`config.mk`:
```
export PLATFORM = sky130hd
export DESIGN_NAME = regfile_wb_queue_flat
export DESIGN_NICKNAME = d
export VERILOG_FILES = /design/src/rtl/regfile_wb_queue_if.sv /design/src/rtl/regfile_wb_queue.sv /design/src/flat_wrapper.sv
export SDC_FILE = /design/constraint.sdc
export NUM_CORES = 1
export LEC_CHECK = 0
export ABC_AREA = 0
export CORE_MARGIN = 5
export CORE_UTILIZATION = 40
export DETAILED_ROUTE_END_ITERATION = 12
export GPL_TIMING_DRIVEN = 0
export PLACE_DENSITY_LB_ADDON = 0.08
export SYNTH_ARGS = -nofsm -noshare
export SYNTH_HDL_FRONTEND = slang
export SYNTH_SLANG_ARGS = --single-unit
```
`constraint.sdc`:
```
create_clock -name clk -period 5.6 [get_ports clk]
set_input_delay 1.12 -clock clk [delete_from_list [all_inputs] [get_ports clk]]
set_output_delay 1.12 -clock clk [all_outputs]
set_load 0.03 [all_outputs]
```
`src/rtl/regfile_wb_queue_if.sv`:
```
// Write-back queue bus: memory/ALU write sources, register-file write port,
// forwarding lookup ports and queue status.
interface regfile_wb_queue_if #(
  parameter int PTR_W = 2
);
  logic             mem_valid;
  logic [4:0]       mem_addr;
  logic [31:0]      mem_data;
  logic             alu_valid;
  logic [4:0]       alu_addr;
  logic [31:0]      alu_data;
  logic             in_ready;
  logic [4:0]       wb_addr;
  logic [31:0]      wb_data;
  logic [4:0]       fwd1_addr;
  logic             fwd1_hit;
  logic [31:0]      fwd1_data;
  logic [4:0]       fwd2_addr;
  logic             fwd2_hit;
  logic [31:0]      fwd2_data;
  logic [PTR_W:0]   count;
  logic             overflow;

  modport master (
    output mem_valid, mem_addr, mem_data,
    output alu_valid, alu_addr, alu_data,
    output fwd1_addr, fwd2_addr,
    input  in_ready, wb_addr, wb_data,
    input  fwd1_hit, fwd1_data, fwd2_hit, fwd2_data,
    input  count, overflow
  );

  modport slave (
    input  mem_valid, mem_addr, mem_data,
    input  alu_valid, alu_addr, alu_data,
    input  fwd1_addr, fwd2_addr,
    output in_ready, wb_addr, wb_data,
    output fwd1_hit, fwd1_data, fwd2_hit, fwd2_data,
    output count, overflow
  );
endinterface

```
`src/rtl/regfile_wb_queue.sv`:
```
// In-order write-back queue: merges memory and ALU register writes, drains one
// per cycle to the register file and forwards still-pending values to decode.
module regfile_wb_queue #(
  parameter int DEPTH = 4,
  parameter int PTR_W = 2
) (
  input logic               clk,
  input logic               rst,
  regfile_wb_queue_if.slave bus
);

  localparam logic [PTR_W:0] RDY_MAX = (PTR_W+1)'(DEPTH - 2);

  logic [4:0]       q_addr [DEPTH];
  logic [31:0]      q_data [DEPTH];
  logic [DEPTH-1:0] q_vld;
  logic [PTR_W-1:0] head;
  logic [PTR_W-1:0] tail;
  logic [PTR_W:0]   cnt;
  logic [4:0]       wb_addr_p1;
  logic [31:0]      wb_data_p1;
  logic             ovf;

  logic             mem_w;
  logic             alu_w;
  logic             enq_mem;
  logic             enq_alu;
  logic [1:0]       enq_n;
  logic             deq;
  logic [PTR_W-1:0] alu_slot;
  logic [32:0]      fwd1_res;
  logic [32:0]      fwd2_res;

  // r0 writes are architectural no-ops, so they are neither queued nor counted as offers
  assign mem_w    = bus.mem_valid && (bus.mem_addr != 5'd0);
  assign alu_w    = bus.alu_valid && (bus.alu_addr != 5'd0);
  assign bus.in_ready = (cnt <= RDY_MAX);
  assign enq_mem  = bus.in_ready && mem_w;
  assign enq_alu  = bus.in_ready && alu_w;
  assign enq_n    = {1'b0, enq_mem} + {1'b0, enq_alu};
  assign deq      = (cnt != '0);
  assign alu_slot = tail + PTR_W'(enq_mem);

  // Stage p0 -> p1: queue control, drain to the write-back register
  always_ff @(posedge clk) begin
    if (rst) begin
      head       <= '0;
      tail       <= '0;
      cnt        <= '0;
      q_vld      <= '0;
      wb_addr_p1 <= '0;
      wb_data_p1 <= '0;
      ovf        <= 1'b0;
    end else begin
      if (deq) begin
        wb_addr_p1    <= q_addr[head];
        wb_data_p1    <= q_data[head];
        q_vld[head]   <= 1'b0;
        head          <= head + 1'b1;
      end else begin
        wb_addr_p1 <= '0;
        wb_data_p1 <= '0;
      end
      if (enq_mem) q_vld[tail]     <= 1'b1;
      if (enq_alu) q_vld[alu_slot] <= 1'b1;
      tail <= tail + PTR_W'(enq_n);
      cnt  <= cnt + (PTR_W+1)'(enq_n) - (PTR_W+1)'(deq);
      if (!bus.in_ready && (mem_w || alu_w)) ovf <= 1'b1;
    end
  end

  always_ff @(posedge clk) begin
    if (enq_mem) begin
      q_addr[tail] <= bus.mem_addr;
      q_data[tail] <= bus.mem_data;
    end
    if (enq_alu) begin
      q_addr[alu_slot] <= bus.alu_addr;
      q_data[alu_slot] <= bus.alu_data;
    end
  end

  // Walk oldest to youngest so the last match left standing is the youngest
  function automatic logic [32:0] fwd_lookup(input logic [4:0] a);
    logic [32:0]      res;
    logic [PTR_W-1:0] idx;
    res = '0;
    idx = '0;
    if (a != 5'd0) begin
      if (wb_addr_p1 == a) res = {1'b1, wb_data_p1};
      for (int i = 0; i < DEPTH; i++) begin
        idx = head + PTR_W'(i);
        if (q_vld[idx] && (q_addr[idx] == a)) res = {1'b1, q_data[idx]};
      end
    end
    return res;
  endfunction

  always_comb begin
    fwd1_res = fwd_lookup(bus.fwd1_addr);
    fwd2_res = fwd_lookup(bus.fwd2_addr);
  end

  assign bus.fwd1_hit  = fwd1_res[32];
  assign bus.fwd1_data = fwd1_res[31:0];
  assign bus.fwd2_hit  = fwd2_res[32];
  assign bus.fwd2_data = fwd2_res[31:0];
  assign bus.wb_addr   = wb_addr_p1;
  assign bus.wb_data   = wb_data_p1;
  assign bus.count     = cnt;
  assign bus.overflow  = ovf;

endmodule

```
`src/flat_wrapper.sv`:
```
// flat-port wrapper written by rule: the top's interface ports become plain ports
module regfile_wb_queue_flat 
#(
  parameter int DEPTH = 4,
  parameter int PTR_W = 2
)
  (clk, rst, bus_mem_valid, bus_mem_addr, bus_mem_data, bus_alu_valid, bus_alu_addr, bus_alu_data, bus_fwd1_addr, bus_fwd2_addr, bus_in_ready, bus_wb_addr, bus_wb_data, bus_fwd1_hit, bus_fwd1_data, bus_fwd2_hit, bus_fwd2_data, bus_count, bus_overflow);
  regfile_wb_queue_if #(.PTR_W(PTR_W)) bus_i ();
  input logic clk;
  input logic rst;
  input wire logic [$bits(bus_i.mem_valid)-1:0] bus_mem_valid;
  input wire logic [$bits(bus_i.mem_addr)-1:0] bus_mem_addr;
  input wire logic [$bits(bus_i.mem_data)-1:0] bus_mem_data;
  input wire logic [$bits(bus_i.alu_valid)-1:0] bus_alu_valid;
  input wire logic [$bits(bus_i.alu_addr)-1:0] bus_alu_addr;
  input wire logic [$bits(bus_i.alu_data)-1:0] bus_alu_data;
  input wire logic [$bits(bus_i.fwd1_addr)-1:0] bus_fwd1_addr;
  input wire logic [$bits(bus_i.fwd2_addr)-1:0] bus_fwd2_addr;
  output wire logic [$bits(bus_i.in_ready)-1:0] bus_in_ready;
  output wire logic [$bits(bus_i.wb_addr)-1:0] bus_wb_addr;
  output wire logic [$bits(bus_i.wb_data)-1:0] bus_wb_data;
  output wire logic [$bits(bus_i.fwd1_hit)-1:0] bus_fwd1_hit;
  output wire logic [$bits(bus_i.fwd1_data)-1:0] bus_fwd1_data;
  output wire logic [$bits(bus_i.fwd2_hit)-1:0] bus_fwd2_hit;
  output wire logic [$bits(bus_i.fwd2_data)-1:0] bus_fwd2_data;
  output wire logic [$bits(bus_i.count)-1:0] bus_count;
  output wire logic [$bits(bus_i.overflow)-1:0] bus_overflow;
  assign bus_i.mem_valid = bus_mem_valid;
  assign bus_i.mem_addr = bus_mem_addr;
  assign bus_i.mem_data = bus_mem_data;
  assign bus_i.alu_valid = bus_alu_valid;
  assign bus_i.alu_addr = bus_alu_addr;
  assign bus_i.alu_data = bus_alu_data;
  assign bus_i.fwd1_addr = bus_fwd1_addr;
  assign bus_i.fwd2_addr = bus_fwd2_addr;
  assign bus_in_ready = bus_i.in_ready;
  assign bus_wb_addr = bus_i.wb_addr;
  assign bus_wb_data = bus_i.wb_data;
  assign bus_fwd1_hit = bus_i.fwd1_hit;
  assign bus_fwd1_data = bus_i.fwd1_data;
  assign bus_fwd2_hit = bus_i.fwd2_hit;
  assign bus_fwd2_data = bus_i.fwd2_data;
  assign bus_count = bus_i.count;
  assign bus_overflow = bus_i.overflow;
  regfile_wb_queue #(.DEPTH(DEPTH), .PTR_W(PTR_W)) u_core (.clk(clk), .rst(rst), .bus(bus_i));
endmodule
```
# After elaboration in Yosys (flattened, before gate mapping)
# Memories as Yosys holds them, arrays and structs flattened. A register that Yosys moved wholly into a read port is not among the register bits.
# Cells that the tools add are included.
# totals
word_cells	105
register_bits	49
input_bits	88
ram_bits	148
output_inout_bits	108
n_memories	2
# memory_table
memory	words	word_bits	rd	rd_ports_with_merged_regs	wr	line_no	rtl
u_core.q_data	4	32	4	1	2	regfile_wb_queue.sv:15	logic [31:0] q_data [DEPTH];
u_core.q_addr	4	5	4	1	2	regfile_wb_queue.sv:14	logic [4:0] q_addr [DEPTH];
# op_classes
order_cmp	10
n_addsub	8
n_eq_ne	10
n_bitwise	5
reduce_logical	24
n_mux	39
# op_table
operator	n
$mux 33	12
$eq 5x5->1	10
$mux 4	5
$reduce_bool 5->1	4
$lt 2x3->1 const B	6
$logic_and 1x1->1	16
$mux 1	11
$bmux 1 s2	4
$mux 2	4
$or 4x4->4	2
$demux 1 s2	3
$ge 2x1->1 const B	3
$add 2x2->2 const B	2
$and 4x4->4	1
$not 4->4	1
$add 3x2->3	1
$le 3x2->1 const B	1
$reduce_bool 3->1	1
$sub 3x1->3	1
$add 1x1->2	1
$add 2x1->2	1
$add 2x1->2 const B	1
$add 2x2->2	1
$reduce_or 2->1	1
other kinds (3)	3

# Depth between registers and ports, before layout
# Gate-level depths: netlist of the first run.
# logic_depth
word_depth	13
mapped_depth	16
ltp_nobuf	12

# Least setup slack after synthesis of the first run
# OpenSTA, ideal clock, no wires.
# synth_timing
kind	flip-flop to output port
from	register u_core.head[0]
to	output bus_fwd2_data[31]
stages_incl_launch_ff	17
t_required_ps	4480
t_arrival_ps	4484
path_buffers	7
setup_slack_ps	-4
cell_sequence	dfxtp_1 > buf_6 > buf_6 > buf_4 > buf_2 > buf_2 > inv_1 > ha_1 > buf_2 > mux4_2 > xnor2_1 > nand4_1 > o21bai_1 > nand4b_1 > buf_2 > nor2_1 > nor4_1
# synth_via
elab_chain_len	8
word_cells_on_any_way	25
classes_between	3 x add/sub; 3 x eq/ne; 13 x mux; 4 x reduce/logical; 2 x memory
# synth_rtl
element	line_no	rtl
start, declared	regfile_wb_queue.sv:17	logic [PTR_W-1:0] head;
start signal, assigned	regfile_wb_queue.sv:59	head <= head + 1'b1;
$add 2x1->2 / $bmux 1 s2 (equally long branches)	regfile_wb_queue.sv:92, regfile_wb_queue.sv:93	
$mem_v2 4x5 (tied with other cells)	n/a	
$eq 5x5->1 (tied with other cells)	regfile_wb_queue.sv:93	if (q_vld[idx] && (q_addr[idx] == a)) res = {1'b1, q_data[idx]};
$logic_and 1x1->1 / $mux 33 (equally long branches)	regfile_wb_queue.sv:93	
$mux 33 (2 in a row)	regfile_wb_queue.sv:93	
$mux 33 (*)	regfile_wb_queue.sv:93	
$mux 33 (*)	regfile_wb_queue.sv:89	if (a != 5'd0) begin
end, declared	flat_wrapper.sv:25	output wire logic [$bits(bus_i.fwd2_data)-1:0] bus_fwd2_data;
# Every way passes the cells marked *; elsewhere a longest branch is shown, timed or not. The select of a mux whose other input is x is not followed.

# Final worst setup path of the first run
# layout_timing
from	register u_core.head[0]
to	output bus_fwd1_data[22]
# layout_via
elab_chain_len	8
word_cells_on_any_way	25
classes_between	3 x add/sub; 3 x eq/ne; 13 x mux; 4 x reduce/logical; 2 x memory
# layout_rtl
element	line_no	rtl
$add 2x1->2 / $bmux 1 s2 (equally long branches)	regfile_wb_queue.sv:92, regfile_wb_queue.sv:93	
$mem_v2 4x5 (tied with other cells)	n/a	
$eq 5x5->1 (tied with other cells)	regfile_wb_queue.sv:93	
$logic_and 1x1->1 / $mux 33 (equally long branches)	regfile_wb_queue.sv:93	
$mux 33 (2 in a row)	regfile_wb_queue.sv:93	
$mux 33 (*)	regfile_wb_queue.sv:93	
$mux 33 (*)	regfile_wb_queue.sv:89	
end, declared	flat_wrapper.sv:23	output wire logic [$bits(bus_i.fwd1_data)-1:0] bus_fwd1_data;
# Marked as above.

==> results of run 1 <==
-- cell usage after synthesis, drive strengths merged, types with 20 or more instances --
master	instances	area [um2]
mux2i	45	450
clkbuf	61	229
buf	57	320
mux2	159	1790
and2	38	238
o22ai	23	144
nand2	59	221
a22oi	20	150
a21oi	20	100
o21ai	50	254
nor2	48	180
edfxtp	148	4440
dfxtp	51	1020
mux4	120	2700
a311oi	22	193
a221o	25	250
nor2b	34	213
xnor2	40	358
nor4	37	246
-- state kept, by name, indices dropped and copies added, names as in the netlist, named ones only --
signal / flops
u_core.q_addr: 20
u_core.bus.wb_data: 32
u_core.q_vld: 4
u_core.head: 2
u_core.bus.wb_addr: 5
u_core.tail: 2
u_core.q_data: 128
u_core.bus.count: 3
u_core.bus.overflow: 1
-- power by group --
part | internal (mW) | switching, mW
Combinational | 3.01 | 4.07
Sequential | 2.26 | 0.473
Clock | 0.678 | 0.665
Total | 5.95 | 5.21
-- kinds of logic after synthesis --
| logic type | after synthesis |
|---|---|
| mux | 324 |
| simple gates | 278 |
| compound gates | 225 |
| flops | 199 |
| buf+inv | 134 |
| xor+xnor | 59 |
| fa+ha+maj | 11 |
-- worst paths after layout --
| path | start | to | slack (ps) | cells after the start |
|---|---|---|---|---|
| hold / removal | u_core.bus.overflow | u_core.bus.overflow | 480 | 2 |
| setup reg to reg | u_core.bus.count[1] | u_core.q_data[3][22] | 1660 | 8 |
| setup / recovery | u_core.head[0] | bus_fwd1_data[22] | 90 | 19 |
| hold reg to reg | u_core.bus.overflow | u_core.bus.overflow | 480 | 2 |
-- timing repair --
item                                    in CTS  in global routing
setup buffers                               24                  6
gates cloned                                 1                  0
pin swaps                                   16                  4
resized for setup                          281                 25
endpoints found under the setup margin      66                 59
-- per-stage QoR --
step           setup TNS (ps)  hold slack, ps  cell area (um2)  total power [mW]  std cells
6_report                    0             475            18400              11.2       1947
5_1_grt                     0             509            18400              11.6       1947
2_1_floorplan               0             472            14900              7.11       1230
4_1_cts                     0             482            18300              11.0       1941
3_3_place_gp          -201500             459            17300              9.39       1883
3_5_place_dp          -124400             465            17400              9.47       1885
-- layout make-up --
type	count	area, um2	area share
well taps	468	586	0.0318
multi-input cells	898	9000	0.488
flip-flops and latches	199	5470	0.297
clock buffers	19	464	0.0252
inverters	16	63.8	0.00346
clock inverters	13	155	0.00841
repair buffers	217	2050	0.111
plain buffers	117	651	0.0353
-- per-layer routing --
| layer | vias to the layer above | GRT usage |
|---|---|---|
| met2 | 696 | 0.425 |
| li1 | 5403 | - |
| met5 | - | 0 |
| met3 | 86 | 0.0626 |
| met4 | 0 | 0.0807 |
| met1 | 6430 | 0.405 |
-- worst min-delay path, delay by kind of cell, from the launching register on --
kind | cells | cell delay (ps)
flops | 1 | 330
simple gates | 2 | 120
==> flow_summary.ini, run 1 <==
[global_route]
overflow = 0
antenna_found_initial = 1
grtUsageTotal = 0.280
grt_pass1_wl_um = 84700
grt_max_degree = 39
first_global_vias = 12200

[cells_and_area]
area_growth_pct = 24.2
fin_nets = 1565
drive_gt1_frac = 0.331
final_common_cell = mux2_2
layout_common_cells = mux2_2, edfxtp_1, mux4_2, clkdlybuf4s50_1, nand2_1
fillCellCount = 3268
final_core_util = 0.504
diodes = 0

[clocking]
cts_tree = built
clk_pin_slew_ps = 80
cts_buffers = 17
cts_hold_repair.buffers = 0
clock_latency_ps = 470
cts_root_buf = clkbuf_16
cts_sinks = 199
cts_max_path_buffers = 2
htreeDepth = 4

[yosys]
synth_cells = 1230
synth_top_family_by_area = multiplexers
ys_ff_latch = 199
syn-mean-instance-area_um2 = 12.1
syn-num-nets = 1329
synth_edf_count = 148
synth_compound_area_frac = 0.113
synth_ff_type = edfxtp_1
synthSimpleGateAreaFrac = 0.100
yosysSeqAreaShare = 0.368
synthAdderAreaFrac = 0.00977
yosys_warnings = 0
ys_types = 66
synthMuxAreaShare = 0.333
mappedNetlistArea_um2 = 14900
async_flop_share = 0
synth_xor_area_frac = 0.0353

[critical_path]
crit_path_end_kind = output pin
crit_arrival_ps = 4390
crit_type = flip-flop to output pin
crit_path_cell_trace = buf_6 > buf_12 > buf_12 > buf_12 > buf_12 > clkinvlp_4 > ha_4 > buf_8 > buf_4 > buf_4 > inv_2 > nand2_1 > nand2_1 > clkbuf_2 > clkbuf_2 > a21oi_1 > a221o_1 > nand3_1 > dlygate4sd2_1
worstPathRequired_ps = 4480
cp_common_cell = buf_12
worst-path-buf-inv = 13
cp-start-kind = flip-flop
cp_slowest_cell = dlygate4sd2_1
worstPathMaxFanout = 10
cp_top_family = buffers and inverters
slowest_delay_ps = 430

[drt]
wirelength_um = 58800
vias_per_cell = 6.48
drtIter0Drc = 1373
drt-met1-wl_um = 25700
final_antenna_net_count = 0
first_pass_iters = 5
vias = 12600
drc_errors = 0
drt-wirelength-per-cell_um = 30.2
wl_met2_um = 26400
routed.top_layer = met4
wl_met3_um = 5190

[power]
ir_drop_v = 0.000283
powerDensity_nw_per_um2 = 606
power.static_leakage_nw = 6.25

[timing]
rsz0062_at_grt = no
max_freq_mhz = 181
slew_viol_final = 0
finalSetupViolCount = 0
fin_skew_ps = 12.4
hold_viol = 0
period_share = 0.984
min_period_ps = 5510
slew_headroom = 0.103
tightestPinTransition_ps = 1340
setup_slack_ps = 89.4

[run]
cap_violations = 0

[placed_design]
gp_congestion = 0.964
place_hpwl_um = 42400
numPortBuffers = 185
dp_worst_setup_slack_ps = -2270

[die]
ios = 196
die_area_um2 = 41100
std_cell_rows = 70
core_area_um2 = 36600
initial_utilization = 0.406
die_x_um = 203
die_h_um = 203

[outcome]
status = complete, no violations

[worst_hold_path]
hold_class = flip-flop to flip-flop
Power figures use the tool's default switching activity.
==> run 2, diff against run 1 <==
--- a/config.mk
+++ b/config.mk
@@ -6,7 +6,7 @@
 export NUM_CORES = 1
 export LEC_CHECK = 0
 export ABC_AREA = 0
-export CORE_MARGIN = 5
+export CORE_MARGIN = 10
 export CORE_UTILIZATION = 40
 export DETAILED_ROUTE_END_ITERATION = 12
 export GPL_TIMING_DRIVEN = 0
==> run 2 against run 1 <==
Total power is 1.7% lower; clock power is 7% lower; critical endpoint is now bus_fwd1_data[15]; setup slack lost 51 ps; sequential share of layout area is 0.37 points higher; global-route usage fell by 1.9 points; highest routed layer unchanged; wire length up 1.8%; design area fell by 1.2%.
==> flow_summary.ini, run 2 (synthesized netlist as in run 1, its figures left out) <==
[timing]
fin_skew_ps = 14.1
finalSetupViolCount = 0
hold_viol = 0
min_period_ps = 5560
slew_viol_final = 0
timing.hold.ws_ps = 491
setup_tns_ps = 0
rsz0062_at_grt = yes
tightestPinTransition_ps = 1370
period_share = 0.993
max_freq_mhz = 180
slew_headroom = 0.0854

[cells_and_area]
final_area_um2 = 18200
diodes = 0
top_register = u_core.q_data
final_common_cell = mux2_2
fin_nets = 1555
area_growth_pct = 22.6
layout_common_cells = mux2_2, edfxtp_1, mux4_2
largest_register_ffs = 128
fillCellCount = 3330
drive_gt1_frac = 0.331

[critical_path]
crit_start = u_core.head[0]
r2r_start = u_core.bus.count[1]
worstPathMaxFanout = 10
crit_path_end_kind = output pin
worstPathRequired_ps = 4480
crit_arrival_ps = 4440
crit_type = flip-flop to output pin
cp-start-kind = flip-flop

[die]
die_area_um2 = 45200
core_area_um2 = 36600
initial_utilization = 0.406
ios = 196
std_cell_rows = 70
die_x_um = 213
die_h_um = 213

[clocking]
clk_pin_slew_ps = 80
cts_tree = built
cts_hold_repair.buffers = 0
htreeDepth = 4
cts_buffers = 17
cts_max_path_buffers = 2
cts_sinks = 199
clock_latency_ps = 470
cts_root_buf = clkbuf_16

[global_route]
grt_max_degree = 39
grt_use_met1 = 0.368
top_usage_layer = met2
antenna_found_initial = 0
use_met3 = 0.0600
grt_pass1_wl_um = 86200
grt_util_met2 = 0.390
overflow = 0
grtUsageTotal = 0.261
first_global_vias = 12400

[drt]
drc_errors = 0
vias = 12700
first_pass_iters = 6
vias_per_cell = 6.56
drtIter0Drc = 1585
wirelength_um = 59900
final_antenna_net_count = 0
drt-wirelength-per-cell_um = 30.9

[outcome]
status = complete, no violations

[placed_design]
gp_congestion = 0.968
numPortBuffers = 185
place_hpwl_um = 42900
place_area_um2 = 17400

[power]
power.static_leakage_nw = 6.18
powerDensity_nw_per_um2 = 603
ir_drop_v = 0.000316

[worst_hold_path]
worst_hold_startpoint = u_core.bus.overflow
hold_class = flip-flop to flip-flop

[run]
cap_violations = 0
==> run 2: changes by cell type in the layout (fill, tap and decap cells not counted), sizes merged <==
| cell | change |
|---|---|
| buf | +12 |
| bufinv | -1 |
| clkbuf | +5 |
| clkdlybuf4s15 | -17 |
| clkdlybuf4s18 | -1 |
| clkdlybuf4s50 | -1 |
| clkinv | +3 |
| clkinvlp | -1 |
| dlygate4sd1 | -2 |
| dlygate4sd2 | -5 |
| inv | -1 |
| o21ai | -1 |
==> run 2: stage by stage <==
stage / setup slack [ps] / power (mW) / cells / utilization
6_report: 38.1 / 11.0 / 1937 / 0.497
5_1_grt: -17.4 / 11.4 / 1937 / 0.497
4_1_cts: 35.0 / 10.8 / 1930 / 0.496
3_5_place_dp: -1990 / 9.45 / 1885 / 0.474
3_3_place_gp: -2050 / 9.36 / 1883 / 0.472
2_1_floorplan: 15.5 / 7.11 / 1230 / -
==> run 2: layout make-up <==
| type | instances | area [um2] | area share |
|---|---|---|---|
| plain buffers | 116 | 644 | 0.0354 |
| flip-flops and latches | 199 | 5470 | 0.300 |
| well taps | 468 | 586 | 0.0322 |
| clock inverters | 13 | 135 | 0.00742 |
| inverters | 16 | 60.1 | 0.00330 |
| repair buffers | 209 | 1870 | 0.103 |
| multi-input cells | 897 | 9010 | 0.495 |
| clock buffers | 19 | 433 | 0.0238 |
==> run 2: power by group <==
| part | total [mW] | internal (mW) | leakage [nW] | switching, mW |
|---|---|---|---|---|
| registers | 2.75 | 2.26 | 1.79 | 0.482 |
| clock network | 1.25 | 0.592 | 0.278 | 0.655 |
| logic | 6.98 | 2.94 | 4.12 | 4.05 |
==> run 2: final timing paths <==
check | to | slack (ps) | cells after the start
setup / recovery | bus_fwd1_data[15] | 40 | 18
hold / removal | u_core.bus.overflow | 490 | 2
setup reg to reg | u_core.q_data[3][20] | 1780 | 8
hold reg to reg | u_core.bus.overflow | 490 | 2
==> run 2: critical path, cell delays in order (launching register included) <==
cell     delay, ps
dfxtp_4        370
buf_6          110
buf_12         140
buf_12         120
buf_12         150
inv_1           90
ha_1           300
buf_6          150
mux4_2         620
xnor2_4        240
nand3_4        130
nor4_4         400
buf_4          200
buf_4          120
buf_6          160
a221o_1        130
o21ai_1         60
o21ai_1        220
buf_2          250
==> run 2: what timing repair did <==
item,4_1_cts,5_1_grt
pin swaps,20,11
setup buffers,15,6
endpoints found under the hold margin,0,0
gates resized for setup,309,79
cloned,0,1
endpoints found under the setup margin,66,65
==> run 2: layer usage <==
layer  wire length, um  up-vias
li1                  -     5386
met2             26700      814
met3              5910       96
met1             25700     6407
met4              1610        0
met5                 0        -
==> run 3, diff against run 2 <==
==> constraint.sdc (replaced) <==
create_clock -name clk -period 5.2 [get_ports clk]
set_input_delay 1.04 -clock clk [delete_from_list [all_inputs] [get_ports clk]]
set_output_delay 1.04 -clock clk [all_outputs]
set_load 0.03 [all_outputs]
==> run 3 against run 2 <==
Clock skew shrank 1.7 ps; utilization grew 0.50 points; clock power grew 9.6%; highest routed layer unchanged; setup slack gained 53 ps; design area grew 1.0%; register-to-register slack lost 270 ps; sequential cell count is the same.
==> flow_summary.ini, run 3 (synthesized netlist as in run 1, its figures left out) <==
[clocking]
cts_tree = built
clock_latency_ps = 470
cts_max_path_buffers = 2
htreeDepth = 4
clk_pin_slew_ps = 80
cts_sinks = 199
cts_root_buf = clkbuf_16
cts_buffers = 17

[timing]
hold_viol = 0
fin_skew_ps = 12.4
setup_tns_ps = 0
period_share = 0.982
slew_headroom = 0.135
finalSetupViolCount = 0
slew_viol_final = 0
rsz0062_at_grt = no
min_period_ps = 5110
tightestPinTransition_ps = 1290
timing.hold.ws_ps = 494
max_freq_mhz = 196

[critical_path]
cp-start-kind = flip-flop
worst-path-buf-inv = 6
worstPathRequired_ps = 4160
crit_arrival_ps = 4070
slowest_delay_ps = 450
crit_path_cell_trace = buf_12 > buf_4 > mux2_2 > mux2i_1 > a211oi_1 > nand4_1 > buf_2 > buf_2 > buf_1 > a311oi_1 > nor4_2 > buf_4
crit_path_end_kind = output pin
worstPathMaxFanout = 10
crit_type = flip-flop to output pin
cp_slowest_cell = nor4_2
cp_top_family = buffers and inverters

[drt]
routed.top_layer = met4
final_antenna_net_count = 0
drt-met1-wl_um = 26200
vias_per_cell = 6.47
wirelength_um = 58800
first_pass_iters = 5
vias = 12500
drt-wirelength-per-cell_um = 30.4
drtIter0Drc = 1550
wl_met3_um = 5730
drc_errors = 0
wl_met2_um = 25800

[die]
ios = 196
core_area_um2 = 36600
std_cell_rows = 70
die_area_um2 = 45200
initial_utilization = 0.406
die_h_um = 213
die_x_um = 213

[global_route]
grt_pass1_wl_um = 85900
antenna_found_initial = 0
grt_max_degree = 39
overflow = 0
first_global_vias = 12500
grtUsageTotal = 0.259

[placed_design]
numPortBuffers = 185
gp_congestion = 0.965
place_area_um2 = 17500
place_hpwl_um = 43200

[power]
power_mw = 11.8
power.static_leakage_nw = 6.25
powerDensity_nw_per_um2 = 643
ir_drop_v = 0.000342

[worst_hold_path]
hold_class = flip-flop to flip-flop

[cells_and_area]
fillCellCount = 3317
multi_input_area_um2 = 9120
final_common_cell = mux2_2
layout_common_cells = mux2_2, edfxtp_1, mux4_2
fin_nets = 1556
area_growth_pct = 23.8
top_register = u_core.q_data
register_area_um2 = 5470
final_area_um2 = 18400
diodes = 0
drive_gt1_frac = 0.352
largest_register_ffs = 128

[outcome]
status = complete, no violations

[run]
cap_violations = 0
==> run 3: power by group <==
part	switching [mW]	internal [mW]	leakage (nW)
logic	4.29	3.20	4.18
registers	0.531	2.44	1.79
clock network	0.697	0.674	0.280
total	5.52	6.32	6.25
==> run 3: area by class of cell <==
class	count	area share
buffer	115	0.0365
clock buffer	17	0.0231
clock inverter	15	0.00762
inverter	16	0.00354
multi-input combinational	897	0.496
sequential	199	0.297
tap	468	0.0318
timing repair buffer	211	0.104
==> run 3: routing by layer <==
metal | track usage | vias to the layer above
li1 | - | 5374
met1 | 0.376 | 6352
met2 | 0.383 | 761
met3 | 0.0518 | 53
met4 | 0.0692 | 0
met5 | 0 | -
==> run 3: tightest hold or removal path, cell delays in order (launching register included) <==
cell and delay (ps):
dfxtp_1 340, nor2_1 50, nor2_1 70
==> run 3: worst paths after layout <==
path / start / end / slack [ps] / cells after the start
max: u_core.head[0] / bus_fwd2_data[23] / 90 / 12
min: u_core.bus.overflow / u_core.bus.overflow / 490 / 2
max reg2reg: u_core.bus.count[1] / u_core.q_addr[3][2] / 1510 / 8
min reg2reg: u_core.bus.overflow / u_core.bus.overflow / 490 / 2
==> run 3: through the flow <==
| step | utilization | cells | setup slack, ps |
|---|---|---|---|
| after floorplan | - | 1230 | 1.52 |
| after global placement | 0.476 | 1883 | -2270 |
| after detailed placement | 0.478 | 1885 | -2170 |
| after CTS | 0.501 | 1939 | 16.1 |
| after global routing | 0.502 | 1938 | 9.79 |
| final | 0.502 | 1938 | 91.2 |
==> run 3: repair_timing <==
item,4_1_cts,5_1_grt
endpoints found under the setup margin,66,104
pin swaps,12,10
gates resized for setup,322,69
gates cloned,1,0
hold buffers,0,0
buffers inserted,21,2
